**config.mk**
```make
export PLATFORM = sky130hd
export DESIGN_NAME = uart_rx_fifo
export DESIGN_NICKNAME = d
export VERILOG_FILES = /design/src/rtl/uart_rx_fifo.sv
export SDC_FILE = /design/constraint.sdc
export NUM_CORES = 1
export LEC_CHECK = 0
export ABC_AREA = 1
export BUFFER_PORTS_ARGS = -buffer_cell sky130_fd_sc_hd__buf_2
export CORE_MARGIN = 2
export CORE_UTILIZATION = 55
export CTS_BUF_LIST = sky130_fd_sc_hd__clkbuf_8
export CTS_CLUSTER_DIAMETER = 100
export DETAILED_ROUTE_END_ITERATION = 6
export PLACE_DENSITY = 0.78
export SYNTH_ARGS = -nofsm -noshare
export SYNTH_HDL_FRONTEND = slang
export SYNTH_SLANG_ARGS = --single-unit
```
**constraint.sdc**
```tcl
create_clock -name sysclk -period 2.6 [get_ports sysclk]
set_clock_uncertainty 0.2 [all_clocks]
set_input_delay 0 -clock sysclk [delete_from_list [all_inputs] [get_ports sysclk]]
set_output_delay 0 -clock sysclk [all_outputs]
set_load 0.02 [all_outputs]
```
**src/rtl/uart_rx_fifo.sv**
```systemverilog
// Receive-side byte FIFO behind the UART receiver: circular buffer, registered read port,
// occupancy/full/empty status and a sticky overflow flag for dropped bytes.
module uart_rx_fifo #(
  parameter int unsigned DATA_WIDTH = 8,
  parameter int unsigned DEPTH      = 16,
  parameter int unsigned ADDR_WIDTH = 4
) (
  input  logic                  sysclk,
  input  logic                  rst,
  input  logic [DATA_WIDTH-1:0] i_rx_data,
  input  logic                  i_rx_valid,
  input  logic                  i_rd_en,
  input  logic                  i_clr_overflow,
  output logic [DATA_WIDTH-1:0] o_rd_data,
  output logic                  o_rd_valid,
  output logic                  o_empty,
  output logic                  o_full,
  output logic [ADDR_WIDTH:0]   o_count,
  output logic                  o_overflow
);

  localparam int unsigned CNT_WIDTH = ADDR_WIDTH + 1;

  logic [DATA_WIDTH-1:0] mem_q [DEPTH];
  logic [ADDR_WIDTH-1:0] wr_ptr_q, wr_ptr_d;
  logic [ADDR_WIDTH-1:0] rd_ptr_q, rd_ptr_d;
  logic [CNT_WIDTH-1:0]  count_q, count_d;
  logic [DATA_WIDTH-1:0] rd_data_q, rd_data_d;
  logic                  rd_valid_q, rd_valid_d;
  logic                  overflow_q, overflow_d;
  logic                  full, empty, wr_acc, rd_acc;

  assign full  = (count_q == CNT_WIDTH'(DEPTH));
  assign empty = (count_q == '0);

  // A full FIFO still takes a write when a read frees the slot on the same edge.
  assign rd_acc = i_rd_en && !empty;
  assign wr_acc = i_rx_valid && (!full || i_rd_en);

  always_comb begin
    wr_ptr_d   = wr_ptr_q;
    rd_ptr_d   = rd_ptr_q;
    count_d    = count_q;
    rd_data_d  = rd_data_q;
    rd_valid_d = 1'b0;
    overflow_d = overflow_q;

    if (wr_acc) wr_ptr_d = wr_ptr_q + ADDR_WIDTH'(1);
    if (rd_acc) begin
      rd_ptr_d   = rd_ptr_q + ADDR_WIDTH'(1);
      rd_data_d  = mem_q[rd_ptr_q];
      rd_valid_d = 1'b1;
    end

    case ({wr_acc, rd_acc})
      2'b10:   count_d = count_q + CNT_WIDTH'(1);
      2'b01:   count_d = count_q - CNT_WIDTH'(1);
      default: count_d = count_q;
    endcase

    // Set has priority over clear.
    if (i_clr_overflow) overflow_d = 1'b0;
    if (i_rx_valid && full && !i_rd_en) overflow_d = 1'b1;
  end

  always_ff @(posedge sysclk or posedge rst) begin
    if (rst) begin
      wr_ptr_q   <= '0;
      rd_ptr_q   <= '0;
      count_q    <= '0;
      rd_data_q  <= '0;
      rd_valid_q <= 1'b0;
      overflow_q <= 1'b0;
    end else begin
      wr_ptr_q   <= wr_ptr_d;
      rd_ptr_q   <= rd_ptr_d;
      count_q    <= count_d;
      rd_data_q  <= rd_data_d;
      rd_valid_q <= rd_valid_d;
      overflow_q <= overflow_d;
    end
  end

  // Storage is not reset; contents are don't-care after reset.
  always_ff @(posedge sysclk) begin
    if (wr_acc) mem_q[wr_ptr_q] <= i_rx_data;
  end

  assign o_rd_data  = rd_data_q;
  assign o_rd_valid = rd_valid_q;
  assign o_count    = count_q;
  assign o_overflow = overflow_q;
  assign o_empty    = empty;
  assign o_full     = full;

endmodule

```
# --- After elaboration in Yosys (flattened, before gate mapping) ---
# Memories as Yosys holds them, arrays and structs flattened. A register that Yosys moved wholly into a read port is not among the register bits.
# Cells that the tools add are included.
totals:
  register_bits: 15
  ram_bits: 128
  in_bits: 13
  output_inout_bits: 17
  elab_cells: 30
  mem_count: 1
mem_list:
  columns: ["name", "words", "word_bits", "read_ports", "rd_ports_with_merged_regs", "write_ports", "line", "text"]
  rows:
  - ["mem_q", 16, 8, 1, 1, 1, "24", "logic [DATA_WIDTH-1:0] mem_q [DEPTH];"]
classes:
  add_sub_neg: 4
  n_eq_ne: 3
  mux: 6
  n_reduce_logical: 11
ops:
  columns: ["operator", "n"]
  rows:
  - ["one-hot mux 5 bit (2 select lines)", 1]
  - ["adder 4 x 1 -> 4 bit (second input constant)", 2]
  - ["adder 5 x 1 -> 5 bit (second input constant)", 1]
  - ["equality test 5 bit (second input constant)", 1]
  - ["logical NOT 5 bit", 1]
  - ["2-to-1 mux 1 bit", 5]
  - ["subtractor 5 x 1 -> 5 bit (second input constant)", 1]
  - ["logical AND 1 bit", 4]
  - ["nonzero test 2 bit", 2]
  - ["logical NOT 1 bit", 3]
  - ["equality test 2 x 1 -> 1 bit (second input constant)", 1]
  - ["equality test 2 bit (second input constant)", 1]
  - ["logical OR 1 bit", 1]

# --- Depth between registers and ports, before layout ---
depth:
  ltp_word: 6
  mapped_depth: 15
  ltp_nobuf: 15

# --- Worst setup path after synthesis ---
# Ideal clock, no wire load.
synth_timing:
  kind: "register -> register"
  from: "register count_q[3], in the netlist o_count[3]"
  to: "register count_q[4], in the netlist o_count[4]"
  setup_ns: 0.117
  arrival_ns: 2.258
  setup_slack_ns: 0.025
  stages_incl_launch_ff: 16
  n_path_buf: 0
  synth_period_minus_slack_ns: 2.575
  cell_sequence: "dfrtp_1 -> nor2_1 -> nand3_1 -> nor2_2 -> nand2_1 -> nand2_2 -> ha_1 -> inv_1 -> fa_1 -> inv_1 -> nand2_1 -> nand2_1 -> a21oi_1 -> xor2_1 -> nand2_1 -> nand2_1"
synth_via:
  elab_chain_len: 6
  word_cells_on_any_way: 13
  cone_classes: "add/sub (2); eq/ne (3); mux (1); reduce/logical (7)"
synth_rtl:
  columns: ["item", "line", "text"]
  rows:
  - ["start, declared", "27", "logic [CNT_WIDTH-1:0] count_q, count_d;"]
  - ["start signal, assigned", "77", "count_q <= count_d;"]
  - ["equality test 5 bit *", "33", "assign full = (count_q == CNT_WIDTH'(DEPTH));"]
  - ["named net o_full", "17", "output logic o_full,"]
  - ["logical NOT 1 bit *", "38", "assign wr_acc = i_rx_valid && (!full || i_rd_en);"]
  - ["logical OR 1 bit *", "38", null]
  - ["logical AND 1 bit *", "38", null]
  - ["equality test 2 x 1 -> 1 bit or equality test 2 bit (tied branches)", "55", "case ({wr_acc, rd_acc})"]
  - ["one-hot mux 5 bit (2 select lines) or nonzero test 2 bit (tied branches)", null, null]
# The timed path passes the listed nets; every way through them passes the cells marked *.
# A chain may end at the register's enable or synchronous reset.

# --- Final worst setup path ---
layout_timing:
  from: "register count_q[2], in the netlist o_count[2]"
  to: "register count_q[4], in the netlist o_count[4]"
layout_via:
  elab_chain_len: 6
  word_cells_on_any_way: 13
  cone_classes: "add/sub (2); eq/ne (3); mux (1); reduce/logical (7)"
layout_rtl:
  columns: ["item", "line"]
  rows:
  - ["equality test 5 bit", "33"]
  - ["logical NOT 1 bit", "38"]
  - ["logical OR 1 bit", "38"]
  - ["logical AND 1 bit", "38"]
  - ["equality test 2 x 1 -> 1 bit or equality test 2 bit (tied branches)", "55"]
  - ["one-hot mux 5 bit (2 select lines) or nonzero test 2 bit (tied branches)", null]
# Parallel ways exist; a longest one is shown, timed or not.

==> impl_metrics.ini <==
[cts]
clock_sinks = 151
htreeDepth = 4
clock_path_buffers = 2
cts_tree = done
clockRootBuffer = clkbuf_8
clk_pin_slew_ns = 0.08
cts_buffers = 17
clk_latency_ns = 0.45

[sta]
finalSetupViolCount = 0
fin_crit_sh_pct = 93.3
hold_violations = 0
worst_slew_pin_slew_ns = 0.906
timing.final.crit_period_ns = 2.43
tns_ns = 0
fmax_mhz = 412
hold_slack_ns = 0.0988
drv_slew = 0
relSlewSlack_pct = 39.5

[critical_path]
arrival_ns = 2.57
cp_max_fo = 3
cp-end-kind = register
max_stage_delay_ns = 0.42
cpMaxStageDelayCell = dfrtp_1
crit_type = register to register
worstPathCellList = nor2_2, nand3_1, nor2_2, nand2_1, nand2_2, ha_1, inv_1, fa_1, inv_1, nand2_1, nand2_1, a21oi_1, xor2_1, nand2_1, nand2_1
required_ns = 2.74
path_delay_family = simple AND/OR/NAND/NOR gates
cp-start-kind = register
critPathBufInv = 2
path_common_cell = nand2_1

[synthesis]
async_flop_share_pct = 15.2
synth_edf_count = 128
avgSynthCellArea_um2 = 10.1
synth_top_cells_by_area = edfxtp_1 57%, nand2_1 12%, dfrtp_1 8.6%
synth_area_um2 = 6730
ys_seq_area_share_pct = 65.7
synth_most_common_cell = nand2_1
synth_nets = 691
yosysUniqueCellTypes = 24
synthCells = 668
synthTopCellsByCount = 219 x nand2_1, 128 x edfxtp_1, 113 x inv_1
ys_warn_count = 0
synth-seq-cells = 151
synth_top_cell_by_area = edfxtp_1
synth_top_area_share_pct = 57.1
synth_top_flop_cell = edfxtp_1

[routing]
dr.pass1.iters = 6
drc_errors = 0
via_count = 4725
vias_per_cell = 5.30
detail_route.wl_per_cell_um = 16.3
initialDrtViolationCount = 506
ant_nets = 0
drt-total-wl_um = 14500

[floorplan]
die_w_um = 115
io_pins = 30
design.die.area_um2 = 13100
initial_core_util_pct = 56.3
std_cell_rows = 40
fp.dieH_um = 115
coreArea_um2 = 12000

[grt]
grt_antenna_before_repair = 0
grt_max_degree = 67
grt_overflow_total = 0
grt_usage_pct = 23.5
grt_pass1_wl_um = 22800
grt_pass1_vias = 4631

[power_and_ir_drop]
p_per_area_nw_per_um2 = 1010
p_leak_nw = 3.44
clock_power_share_pct = 20.7
combPwrFrac_pct = 37.9
ir_worst_vdd_uv = 564
p_int_w = 0.00467
finalPower_w = 0.00769
switching_power_w = 0.00301
p_seq_share_pct = 41.4
netSwitchingFraction_pct = 39.2

[cells_and_area]
diodes = 0
finalNonFillerCells = 891
syn2layout_area_growth_pct = 12.8
drive_above_1_share_pct = 12.6
n_fill_cell = 903
fin_nets = 754

[placed_design]
place_inst = 838
hpwl_um = 9030
gp_congestion = 0.883
portBuffers = 29

[job]
max_cap_violations = 0

[outcome]
outcome = finished, final reports clean

[min_path]
min_path_type = input pin to async pin
[power groups by stage]
stage	Sequential [W]	Combinational (W)	Clock (W)
floorplan	0.00330	0.00196	0
global placement	0.00321	0.00268	0
detailed placement	0.00323	0.00276	0
CTS	0.00318	0.00281	0.00161
global route	0.00321	0.00325	0.00170
finish	0.00318	0.00292	0.00159
[flip-flops by register name, summed over array words and instances, names as in the netlist]
signal / flops
rd_ptr_q: 4
o_overflow: 1
o_rd_data: 8
o_count: 5
o_rd_valid: 1
wr_ptr_q: 4
mem_q: 128
[logic make-up after synthesis]
family | Yosys count | synth area share, %
AOI/OAI and AO/OA | 10 | 0.800
xor gates and xnor gates | 8 | 1.04
adders and majority gates | 10 | 1.97
buffers and inverters | 145 | 9.28
DFF | 151 | 65.7
and+or+nand+nor | 344 | 21.2
[through the flow]
step / instance area (um^2) / utilization, % / setup slack [ns]
2_1_floorplan: 6730 / - / 0.0251
3_3_place_gp: 7040 / 58.9 / 0.259
3_5_place_dp: 7040 / 58.9 / 0.0901
4_1_cts: 7530 / 63.0 / 0.0731
5_1_grt: 7590 / 63.4 / -0.0352
6_report: 7590 / 63.4 / 0.175
[worst register-to-register path, cell delays in order (launching register included)]
cell and delay (ns):
dfrtp_1 0.42, nor2_2 0.17, nand3_1 0.12, nor2_2 0.14
nand2_1 0.08, nand2_2 0.08, ha_1 0.16, inv_1 0.06
fa_1 0.39, inv_1 0.07, nand2_1 0.06, nand2_1 0.06
a21oi_1 0.07, xor2_1 0.14, nand2_1 0.07, nand2_1 0.05
[worst paths after layout]
kind                                   start           end  slack (ns)  depth (start not counted)
worst min-delay path                     rst    o_count[4]         0.1                          3
min in group sysclk             o_rd_data[6]  o_rd_data[6]        0.28                          2
worst max register to register    o_count[2]    o_count[4]        0.17                         15
worst max-delay path              o_count[2]    o_count[4]        0.17                         15
max in group asynchronous                rst   rd_ptr_q[0]        1.48                          3
worst min register to register  o_rd_data[6]  o_rd_data[6]        0.28                          2
[layer usage]
metal / wire length, um / track usage (%)
met1: 5940 / 28.4
met2: 7140 / 39.5
met3: 1070 / 6.46
met4: 391 / 10.6
met5: 0 / 0
[timing repair]
| item | CTS | global route |
|---|---|---|
| buffers inserted | 0 | 7 |
| hold buffers | 14 | 0 |
| gates resized for setup | 0 | 2 |
| hold endpoints to repair | 173 | 0 |
| setup endpoints to repair | 0 | 1 |
[cells in the final DEF, fill, tap and decap left out, drive strengths merged, types with 2 or more instances in the layout]
master,count
dfrtp,23
xor2,6
clkinv,8
clkinvlp,5
xnor2,2
edfxtp,128
ha,9
nand3,102
nand2,221
nor2,20
dlygate4sd3,14
a21oi,2
o21ai,6
inv,120
clkbuf,17
buf,56
[area by class of cell]
| type | count | area, um^2 | share of cell area (%) |
|---|---|---|---|
| tap | 147 | 184 | 2.42 |
| inverter | 119 | 447 | 5.89 |
| clock buffer | 17 | 234 | 3.08 |
| timing repair buffer | 70 | 500 | 6.60 |
| sequential | 151 | 4420 | 58.3 |
| multi-input combinational | 372 | 1690 | 22.2 |
| clock inverter | 15 | 115 | 1.52 |
Power figures use the tool's default switching activity.
